[config.mk]
export PLATFORM = sky130hd
export DESIGN_NAME = fifo_ptr_ctrl
export DESIGN_NICKNAME = d
export VERILOG_FILES = /design/src/rtl/fifo_ptr_ctrl.sv
export SDC_FILE = /design/constraint.sdc
export NUM_CORES = 1
export LEC_CHECK = 0
export BUFFER_PORTS_ARGS = -buffer_cell sky130_fd_sc_hd__clkbuf_2
export CORE_MARGIN = 2
export CORE_UTILIZATION = 43
export CTS_CLUSTER_DIAMETER = 150
export DETAILED_ROUTE_END_ITERATION = 7
export PLACE_DENSITY = 0.72
export SYNTH_ARGS = -nofsm -noshare
export SYNTH_HDL_FRONTEND = slang
export SYNTH_SLANG_ARGS = --single-unit
[constraint.sdc]
create_clock -name i_clk -period 2.6 [get_ports i_clk]
set_clock_uncertainty 0.1 [all_clocks]
set_input_delay 0.13 -clock i_clk [delete_from_list [all_inputs] [get_ports i_clk]]
set_output_delay 0.13 -clock i_clk [all_outputs]
set_load 0.05 [all_outputs]
[src/rtl/fifo_ptr_ctrl.sv]
// fifo_ptr_ctrl
// Pointer and flag sequencer for a dual-port data memory. It turns client
// push/pop requests into memory write/read strobes. It owns the write and
// read pointers and the occupancy count. Status flags are decoded from the
// registered count. pop_valid marks memory read data one cycle after an
// accepted read.
//
// Optional build macro: FIFO_PTR_CTRL_ERR_EN
//   defined   -> sticky overflow (rejected push while full) and underflow
//                (pop while empty) registers, cleared only by reset
//   undefined -> o_overflow / o_underflow tied low, no error registers
//
// No FSM: behaviour is fully determined by the count and the two requests.

module fifo_ptr_ctrl #(
  parameter int MAIN_SIZE       = 4,
  parameter int ALMOST_FULL_TH  = 12,
  parameter int ALMOST_EMPTY_TH = 2
) (
  input  logic                 i_clk,
  input  logic                 i_reset,
  input  logic                 i_push_req,
  input  logic                 i_pop_req,
  output logic                 o_write,
  output logic                 o_read,
  output logic [MAIN_SIZE-1:0] o_wr_ptr,
  output logic [MAIN_SIZE-1:0] o_rd_ptr,
  output logic [MAIN_SIZE:0]   o_count,
  output logic                 o_fifo_full,
  output logic                 o_fifo_empty,
  output logic                 o_almost_full,
  output logic                 o_almost_empty,
  output logic                 o_pop_valid,
  output logic                 o_overflow,
  output logic                 o_underflow
);

  localparam int DEPTH = 1 << MAIN_SIZE;
  localparam logic [MAIN_SIZE:0] LP_DEPTH = (MAIN_SIZE+1)'(DEPTH);
  localparam logic [MAIN_SIZE:0] LP_AF_TH = (MAIN_SIZE+1)'(ALMOST_FULL_TH);
  localparam logic [MAIN_SIZE:0] LP_AE_TH = (MAIN_SIZE+1)'(ALMOST_EMPTY_TH);

  logic [MAIN_SIZE-1:0] r_wr_ptr;
  logic [MAIN_SIZE-1:0] r_rd_ptr;
  logic [MAIN_SIZE:0]   r_count;
  logic                 r_pop_valid;
  logic                 w_write;
  logic                 w_read;
  logic                 w_full;
  logic                 w_empty;

  // Flags are pure decodes of the registered count, so they change one edge
  // after the strobe that caused the count change.
  assign w_full  = (r_count == LP_DEPTH);
  assign w_empty = (r_count == '0);

  // Strobes. A push on a full FIFO is rejected even when a pop is accepted in
  // the same cycle; a pop on an empty FIFO is rejected even with a push
  // (no fall-through). Reset suppresses both strobes.
  assign w_write = i_push_req & ~w_full  & ~i_reset;
  assign w_read  = i_pop_req  & ~w_empty & ~i_reset;

  // Pointer advance on accepted strobes; natural rollover gives modulo DEPTH.
  always_ff @(posedge i_clk) begin
    if (i_reset) begin
      r_wr_ptr <= '0;
      r_rd_ptr <= '0;
    end else begin
      if (w_write) r_wr_ptr <= r_wr_ptr + 1'b1;
      if (w_read)  r_rd_ptr <= r_rd_ptr + 1'b1;
    end
  end

  // Occupancy: +1 for write only, -1 for read only, hold otherwise. The
  // strobe gating keeps the count within 0..DEPTH.
  always_ff @(posedge i_clk) begin
    if (i_reset) begin
      r_count <= '0;
    end else begin
      case ({w_write, w_read})
        2'b10:   r_count <= r_count + 1'b1;
        2'b01:   r_count <= r_count - 1'b1;
        default: r_count <= r_count;
      endcase
    end
  end

  // Read data from the memory is valid the cycle after an accepted read;
  // reset drops any pending valid.
  always_ff @(posedge i_clk) begin
    if (i_reset) r_pop_valid <= 1'b0;
    else         r_pop_valid <= w_read;
  end

`ifdef FIFO_PTR_CTRL_ERR_EN
  logic r_overflow;
  logic r_underflow;

  // Sticky error capture: any rejected push while full, any pop while empty.
  always_ff @(posedge i_clk) begin
    if (i_reset) begin
      r_overflow  <= 1'b0;
      r_underflow <= 1'b0;
    end else begin
      if (i_push_req & w_full)  r_overflow  <= 1'b1;
      if (i_pop_req  & w_empty) r_underflow <= 1'b1;
    end
  end

  assign o_overflow  = r_overflow;
  assign o_underflow = r_underflow;
`else
  assign o_overflow  = 1'b0;
  assign o_underflow = 1'b0;
`endif

  assign o_write        = w_write;
  assign o_read         = w_read;
  assign o_wr_ptr       = r_wr_ptr;
  assign o_rd_ptr       = r_rd_ptr;
  assign o_count        = r_count;
  assign o_fifo_full    = w_full;
  assign o_fifo_empty   = w_empty;
  assign o_almost_full  = (r_count >= LP_AF_TH);
  assign o_almost_empty = (r_count <= LP_AE_TH);
  assign o_pop_valid    = r_pop_valid;

endmodule

==> impl_metrics.json, run 1 <==
{
  "status": "finished with violations",
  "violations": "negative setup slack",
  "htreeDepth": 1,
  "ioPinCount": 26,
  "cp_slowest_cell": "or4_4",
  "grt_pass1_wl_um": 2620,
  "ys_types": 29,
  "drt_pass1_iterations": 4,
  "comb_power_share_pct": 45.7,
  "cpLargestDelayFamily": "simple AND/OR/NAND/NOR gates",
  "drt_iter0_drc": 5,
  "netSwitchingFraction_pct": 40.5,
  "crit_top_cell": "ha_4",
  "grt_max_degree": 11,
  "peakVddDrop_uv": 353,
  "numPortBuffers": 23,
  "clock_tree.root_cell": "clkbuf_4",
  "die_h_um": 46.8,
  "cts_sinks": 14,
  "p_sw_mw": 0.307,
  "async_reset_ff_share_pct": 0,
  "max_cap_viol_count": 0,
  "ys_top_cells_by_area": "dfxtp_1 36%, ha_1 9.5%, nor2_1 7.6%, xnor2_1 4.5%, xor2_1 4.5%",
  "hpwl_um": 1300,
  "initial_utilization_pct": 45.6,
  "seq_power_share_pct": 33.1,
  "period_share_pct": 100,
  "avgViaCountPerCell": 4.92,
  "netlist_instances": 87,
  "synthTopCellsByCount": "16 x nor2_1, 14 x dfxtp_1, 6 x a21oi_1, 6 x ha_1",
  "avgRoutedWirePerCell_um": 11.8,
  "cts_made_buffers": 3,
  "dp_slack_ns": -0.0175,
  "hp-class": "in2reg",
  "end_kind": "flip-flop",
  "dr_total_vias": 733,
  "ys_ff_latch": 14,
  "power_leakage_nw": 0.545,
  "finalWorstSetupSlack_ns": -0.0129,
  "rows": 15,
  "track_usage_pct": 17.3,
  "timing.fmax_mhz": 383,
  "whs_ns": 0.0658,
  "antenna_found_initial": 0,
  "p_int_mw": 0.451,
  "diodes": 0,
  "drc_errors": 0,
  "fin_nets": 136,
  "fp.dieW_um": 46.8,
  "synth_area_um2": 787,
  "start_kind": "flip-flop",
  "finalCriticalPeriod_ns": 2.61,
  "setup_viol": 1,
  "ys_warn_count": 0,
  "synth_ff_type": "dfxtp_1",
  "drv_slew": 0,
  "fin_tns_setup_ns": -0.0129,
  "synth.avg_cell_area_um2": 9.05,
  "yosysMostFrequentCell": "nor2_1",
  "required_ns": 2.72,
  "max_stage_delay_ns": 0.55,
  "cts_buffer_depth": 2,
  "arrival_ns": 2.73,
  "path_max_fanout": 5,
  "drive_gt1_share_pct": 47.6,
  "syn2layout_area_growth_pct": 44.8,
  "cts_tree": "done",
  "nFillCells": 163,
  "pwr-share-clk_pct": 21.2,
  "power_density_mw_per_mm2": 666,
  "place.gp.congestion": 0.821,
  "finalHoldViolCount": 0,
  "clk_pin_slew_ns": 0.09,
  "grt_pass1_vias": 606,
  "critPathBufInv": 0,
  "dieArea_mm2": 0.00219,
  "ant_nets": 0,
  "rsz0062_at_grt": "true",
  "criticalPathCategory": "reg2reg",
  "insertion_delay_ns": 0.28,
  "synth_area_leader_cell": "dfxtp_1",
  "ys_seq_area_share_pct": 35.6,
  "grt_overflow_total": 0,
  "synth_edf_count": 0,
  "core_mm2": 0.00173,
  "hold_buffers": 0,
  "synth_top_area_share_pct": 35.6,
  "crit_path_cell_trace": "or4_4 -> o21ai_4 -> nor2_4 -> ha_4 -> ha_4 -> a21oi_2 -> and3_4 -> or4_1 -> a21oi_1",
  "wirelength_um": 1760
}
power by group through the flow:
stage	Combinational (mW)	Clock [mW]	Sequential [mW]
floorplan	0.169	0	0.323
global placement	0.322	0	0.253
detailed placement	0.325	0	0.254
CTS	0.338	0.166	0.250
global route	0.368	0.174	0.254
finish	0.347	0.161	0.251
cell usage in the layout (no fill, tap or decap), types with 2 or more instances in the layout:
cell type   n
a211oi_1    2
a21oi_1     4
a21oi_2     2
buf_4      15
clkbuf_2   23
clkbuf_4    3
conb_1      2
dfxtp_1    10
dfxtp_2     2
dfxtp_4     2
ha_1        3
ha_4        3
inv_1       4
mux2i_1     3
nor2_1     15
o211ai_1    2
xnor2_1     4
xor2_1      4
area by class of cell:
cell class                 instances  area (µm²)  share of cell area, %
tap                               25        31.3                   2.74
timing repair buffer              38         228                   20.0
clock buffer                       4        36.3                   3.18
inverter                           4        15.0                   1.32
sequential                        14         290                   25.5
multi-input combinational         64         539                   47.3
final timing paths:
check	start	cells after the start	slack (ns)	endpoint
setup / recovery	o_count[2]	9	-0.01	o_count[4]
hold / removal	i_reset	2	0.07	o_count[0]
setup reg to reg	o_count[2]	9	-0.01	o_count[4]
hold reg to reg	o_rd_ptr[3]	2	0.41	o_rd_ptr[3]
flip-flops by register name, indices dropped and copies added, names as in the netlist:
register     flops
o_pop_valid      1
o_wr_ptr         4
o_rd_ptr         4
o_count          5
per-stage QoR:
stage	power [mW]	util [%]	cell area, µm²	instances
floorplan	0.492	-	867	88
global placement	0.576	61.3	1060	141
detailed placement	0.579	61.3	1060	141
CTS	0.754	65.1	1120	148
global route	0.796	66.0	1140	149
finish	0.759	66.0	1140	149
layer usage:
layer	up-vias	track usage (%)	part of all wire [%]
met5	-	0	0
met4	0	10.0	2.5
met3	4	3.46	4.0
met2	17	27.7	48
met1	337	21.6	45
li1	375	-	-
kinds of logic after synthesis:
| family | after synthesis | synth area share [%] |
|---|---|---|
| flip-flops | 14 | 35.6 |
| AND/OR/NAND/NOR | 29 | 18.6 |
| XOR/XNOR | 8 | 8.90 |
| other | 1 | 0.476 |
| buffers and inverters | 10 | 6.68 |
| multiplexers | 3 | 3.82 |
| adder cells (fa/ha/maj) | 7 | 12.1 |
| AO/OA/AOI/OAI | 15 | 13.8 |
timing repair:
item                                    in CTS  in global routing
endpoints found under the hold margin        0                  0
endpoints found under the setup margin       1                  2
setup buffers                                3                  1
pin swaps                                    7                  7
gates resized for setup                      1                  1
No activity file was read; power rests on OpenSTA's default activity.
==> run 2, diff against run 1 <==
--- a/config.mk
+++ b/config.mk
@@ -7,10 +7,11 @@
 export LEC_CHECK = 0
 export BUFFER_PORTS_ARGS = -buffer_cell sky130_fd_sc_hd__clkbuf_2
 export CORE_MARGIN = 2
-export CORE_UTILIZATION = 43
+export CORE_UTILIZATION = 45
 export CTS_CLUSTER_DIAMETER = 150
 export DETAILED_ROUTE_END_ITERATION = 7
 export PLACE_DENSITY = 0.72
+export SETUP_SLACK_MARGIN = 0.3
 export SYNTH_ARGS = -nofsm -noshare
 export SYNTH_HDL_FRONTEND = slang
 export SYNTH_SLANG_ARGS = --single-unit
==> constraint.sdc (replaced) <==
create_clock -name i_clk -period 2.89 [get_ports i_clk]
set_clock_uncertainty 0.1 [all_clocks]
set_input_delay 0.1445 -clock i_clk [delete_from_list [all_inputs] [get_ports i_clk]]
set_output_delay 0.1445 -clock i_clk [all_outputs]
set_load 0.05 [all_outputs]
==> run 2 against run 1 <==
Compared with the run above: critical endpoint unchanged; die area fell by 4.1%; register-to-register slack better by 0.26 ns; non-clock buffer count rose by 6; cell area rose by 3.6%; cell count down 1.3%; clock power down 9.9%; hold slack improved by 0.091 ns; critical path depth is the same; core utilization is 3.9 points higher; total power is 5.4% lower; critical path type unchanged; first-iteration DRC count increased by 80%; the run now ends clean; combinational power about the same.
==> impl_metrics.json, run 2 (synthesized netlist as in run 1, its figures left out) <==
{
  "hpwl_um": 1180,
  "avgRoutedWirePerCell_um": 13.0,
  "fin_tns_setup_ns": 0,
  "wl_met3_um": 64,
  "layout_common_cells": "23 x clkbuf_2, 21 x buf_4, 15 x nor2_1",
  "power_mw": 0.718,
  "drc_errors": 0,
  "dp_slack_ns": 0.144,
  "cts_made_buffers": 3,
  "stdcell_count": 147,
  "grt_pass1_vias": 686,
  "wl_met1_um": 865,
  "core_mm2": 0.00169,
  "start_kind": "flip-flop",
  "arrival_ns": 2.76,
  "dieArea_mm2": 0.00210,
  "antenna_found_initial": 0,
  "status": "finished, final reports clean",
  "criticalPathCategory": "reg2reg",
  "diodes": 0,
  "max_stage_delay_ns": 0.55,
  "place.gp.congestion": 0.747,
  "grt_overflow_total": 0,
  "nFillCells": 133,
  "rows": 15,
  "dpl.cell_count": 124,
  "rsz0062_at_grt": "true",
  "numPortBuffers": 23,
  "grt_pass1_wl_um": 2810,
  "fin_area_mm2": 0.00118,
  "power_density_mw_per_mm2": 608,
  "path_max_fanout": 5,
  "fin_nets": 142,
  "critPathBufInv": 0,
  "crit_path_cell_trace": "or4_4 -> o21ai_4 -> nor2_4 -> ha_4 -> ha_4 -> nand3_2 -> and3_4 -> or4_1 -> a21oi_1",
  "whs_ns": 0.157,
  "setup_viol": 0,
  "finalCriticalPeriod_ns": 2.64,
  "clk_pin_slew_ns": 0.09,
  "hold_buffers": 0,
  "routed.top_layer": "met4",
  "layout_commonest_cell": "clkbuf_2",
  "cts_sinks": 14,
  "dr_total_vias": 758,
  "placed_area_um2": 981,
  "avgViaCountPerCell": 5.16,
  "grt_max_degree": 19,
  "die_h_um": 45.8,
  "largest_reg_flops": 5,
  "cpLargestDelayFamily": "simple AND/OR/NAND/NOR gates",
  "route.met2.wl_um": 968,
  "track_usage_pct": 18.8,
  "power_leakage_nw": 0.577,
  "insertion_delay_ns": 0.28,
  "drt_iter0_drc": 9,
  "drive_gt1_share_pct": 50.8,
  "max_cap_viol_count": 0,
  "cts_buffer_depth": 2,
  "peakVddDrop_uv": 321,
  "ant_nets": 0,
  "drv_slew": 0,
  "fp.dieW_um": 45.8,
  "hp-class": "in2reg",
  "timing.fmax_mhz": 379,
  "cts_tree": "done",
  "wirelength_um": 1920,
  "drt_pass1_iterations": 4,
  "end_kind": "flip-flop",
  "fin_util_pct": 69.9,
  "period_share_pct": 91.4,
  "finalWorstSetupSlack_ns": 0.249,
  "initial_utilization_pct": 46.6,
  "htreeDepth": 1,
  "clock_tree.root_cell": "clkbuf_4",
  "syn2layout_area_growth_pct": 50.1,
  "crit_top_cell": "ha_4",
  "required_ns": 3.01,
  "ioPinCount": 26,
  "cp_slowest_cell": "or4_4",
  "finalHoldViolCount": 0
}
## run 2: changes by cell type in the layout (fill, tap and decap cells not counted)
| cell | change |
|---|---|
| buf_4 | +6 |
| dfxtp_2 | -1 |
| a21oi_2 | +1 |
| dfxtp_4 | +1 |
| a21oi_1 | -1 |
## run 2: path summary, 6_finish.rpt
check | startpoint | end | slack, ns | cells after the start
setup / recovery | o_count[1] | o_count[4] | 0.25 | 9
hold reg to reg | o_rd_ptr[3] | o_rd_ptr[3] | 0.42 | 2
hold / removal | i_pop_req | o_rd_ptr[3] | 0.16 | 4
setup reg to reg | o_count[1] | o_count[4] | 0.25 | 9
## run 2: layout make-up
cell class                 instances  area [µm²]  share of cell area (%)
clock buffer                       4        36.3                    3.07
inverter                           4        15.0                    1.27
multi-input combinational         64         543                    46.0
sequential                        14         293                    24.8
tap                               17        21.3                    1.80
timing repair buffer              44         273                    23.1
## run 2: metal layers
metal | up-vias | track usage, %
met5 | - | 0
met4 | 0 | 10.3
met3 | 2 | 4.76
met2 | 17 | 31.8
met1 | 357 | 21.2
li1 | 382 | -
## run 2: tightest hold or removal path, stage by stage
cell	delay, ns
clkbuf_2	0.12
o211ai_1	0.10
xor2_1	0.07
nor2_1	0.07
## run 2: timing repair
item | in CTS | in global routing
setup endpoints to repair | 2 | 2
resized for setup | 1 | 3
setup buffers | 9 | 10
pin swaps | 6 | 6
## run 2: power by group
group	internal, mW	switching, mW	total (mW)
clock network	0.0767	0.0687	0.145
logic	0.142	0.204	0.346
registers	0.210	0.0162	0.226
==> run 3, diff against run 2 <==
--- a/config.mk
+++ b/config.mk
@@ -11,7 +11,8 @@
 export CTS_CLUSTER_DIAMETER = 150
 export DETAILED_ROUTE_END_ITERATION = 7
 export PLACE_DENSITY = 0.72
-export SETUP_SLACK_MARGIN = 0.3
+export RECOVER_POWER = 50
+export SETUP_SLACK_MARGIN = 0.15
 export SYNTH_ARGS = -nofsm -noshare
 export SYNTH_HDL_FRONTEND = slang
 export SYNTH_SLANG_ARGS = --single-unit
==> run 3 against run 2 <==
Compared with the run above: global-route usage decreased by 2.1 points; cell count is 6.8% lower; combinational power fell by 14%; sequential power grew 3%; highest routed layer unchanged.
==> impl_metrics.json, run 3 (synthesized netlist as in run 1, its figures left out) <==
{
  "drc_errors": 0,
  "hp-class": "in2reg",
  "wirelength_um": 1830,
  "cts_made_buffers": 3,
  "arrival_ns": 2.81,
  "layout_common_cells": "15 x nor2_1, 15 x clkbuf_1, 11 x buf_4",
  "rsz0062_at_grt": "true",
  "period_share_pct": 93.1,
  "ant_nets": 0,
  "slew_headroom_pct": 60.6,
  "status": "finished, final reports clean",
  "cts_sinks": 14,
  "avgViaCountPerCell": 5.39,
  "power_leakage_nw": 0.472,
  "peakVddDrop_uv": 262,
  "criticalPathCategory": "reg2reg",
  "syn2layout_area_growth_pct": 37.2,
  "fin_tns_setup_ns": 0,
  "tightest_slew_ns": 0.594,
  "drv_slew": 0,
  "grt_pass1_wl_um": 2550,
  "rows": 15,
  "multiInputGateArea_um2": 538,
  "numPortBuffers": 23,
  "cts_tree": "done",
  "die_h_um": 45.8,
  "regArea_um2": 290,
  "grt_overflow_total": 0,
  "hold_buffers": 0,
  "grt_pass1_vias": 593,
  "clock_tree.root_cell": "clkbuf_4",
  "ioPinCount": 26,
  "place.gp.congestion": 0.882,
  "max_cap_viol_count": 0,
  "cp_slowest_cell": "or4_4",
  "largest_reg_flops": 5,
  "track_usage_pct": 16.7,
  "drt_pass1_iterations": 4,
  "fp.dieW_um": 45.8,
  "insertion_delay_ns": 0.28,
  "setup_viol": 0,
  "finalHoldViolCount": 0,
  "crit_path_cell_trace": "or4_4 -> o21ai_4 -> nor2_4 -> ha_4 -> ha_4 -> nand3_2 -> and3_4 -> or4_4 -> a21oi_2",
  "avgRoutedWirePerCell_um": 13.4,
  "power_density_mw_per_mm2": 623,
  "core_mm2": 0.00169,
  "antenna_found_initial": 0,
  "max_stage_delay_ns": 0.56,
  "drt_iter0_drc": 3,
  "drive_gt1_share_pct": 35.0,
  "fin_nets": 132,
  "fin_util_pct": 63.9,
  "required_ns": 3.00,
  "initial_utilization_pct": 46.6,
  "clk_pin_slew_ns": 0.09,
  "end_kind": "flip-flop",
  "finalWorstSetupSlack_ns": 0.199,
  "dr_total_vias": 739,
  "htreeDepth": 1,
  "dp_slack_ns": 0.131,
  "start_kind": "flip-flop",
  "diodes": 0,
  "timing.fmax_mhz": 372,
  "nFillCells": 160,
  "finalCriticalPeriod_ns": 2.69,
  "path_max_fanout": 6,
  "hpwl_um": 1170,
  "cts_buffer_depth": 2,
  "grt_max_degree": 19,
  "dieArea_mm2": 0.00210
}
[run 3: final cells by class]
type / instances / area share, %
multi-input combinational: 64 / 49.8
timing repair buffer: 34 / 16.6
sequential: 14 / 26.9
tap: 17 / 1.97
inverter: 4 / 1.39
clock buffer: 4 / 3.36
[run 3: timing repair]
item | 4_1_cts | 5_1_grt
pin swaps | 2 | 7
resized for setup | 1 | 10
setup endpoints to repair | 1 | 2
buffers inserted | 1 | 7
gates cloned | 0 | 0
endpoints found under the hold margin | 0 | 0
[run 3: where the power goes]
group	total [mW]	switching (mW)	internal (mW)	leakage, nW
logic	0.296	0.187	0.109	0.334
registers	0.233	0.0222	0.211	0.116
clock network	0.143	0.0665	0.0766	0.0210
total	0.673	0.276	0.396	0.472
[run 3: final timing paths]
path         cells after the start        start  slack (ns)     endpoint
min reg2reg                      2  o_rd_ptr[3]        0.42  o_rd_ptr[3]
max reg2reg                      9   o_count[1]        0.20   o_count[4]
min                              4    i_pop_req        0.17  o_rd_ptr[3]
max                              9   o_count[1]        0.20   o_count[4]
[run 3: through the flow]
stage / cell area [µm²] / power, mW / std cells / hold WS [ns]
after global placement: 943 / 0.488 / 125 / 0.394
after CTS: 990 / 0.640 / 130 / 0.164
after floorplan: 822 / 0.432 / 88 / 0.210
after global routing: 1080 / 0.709 / 137 / 0.188
after detailed placement: 943 / 0.491 / 125 / 0.406
final: 1080 / 0.673 / 137 / 0.166
[run 3: metal layers]
layer  track usage (%)  wire (µm)  vias to the layer above
met2              26.8        921                       23
met4              8.57         10                        0
li1                  -          -                      362
met1              20.5        819                      352
met3              3.97         81                        2
met5                 0          0                        -
[run 3: critical path: cells and delay by family, from the launching register on]
kind	cells	cell delay, ns
AO/OA/AOI/OAI	2	0.32
adder cells (fa/ha/maj)	2	0.49
flip-flops	1	0.38
AND/OR/NAND/NOR	5	1.35
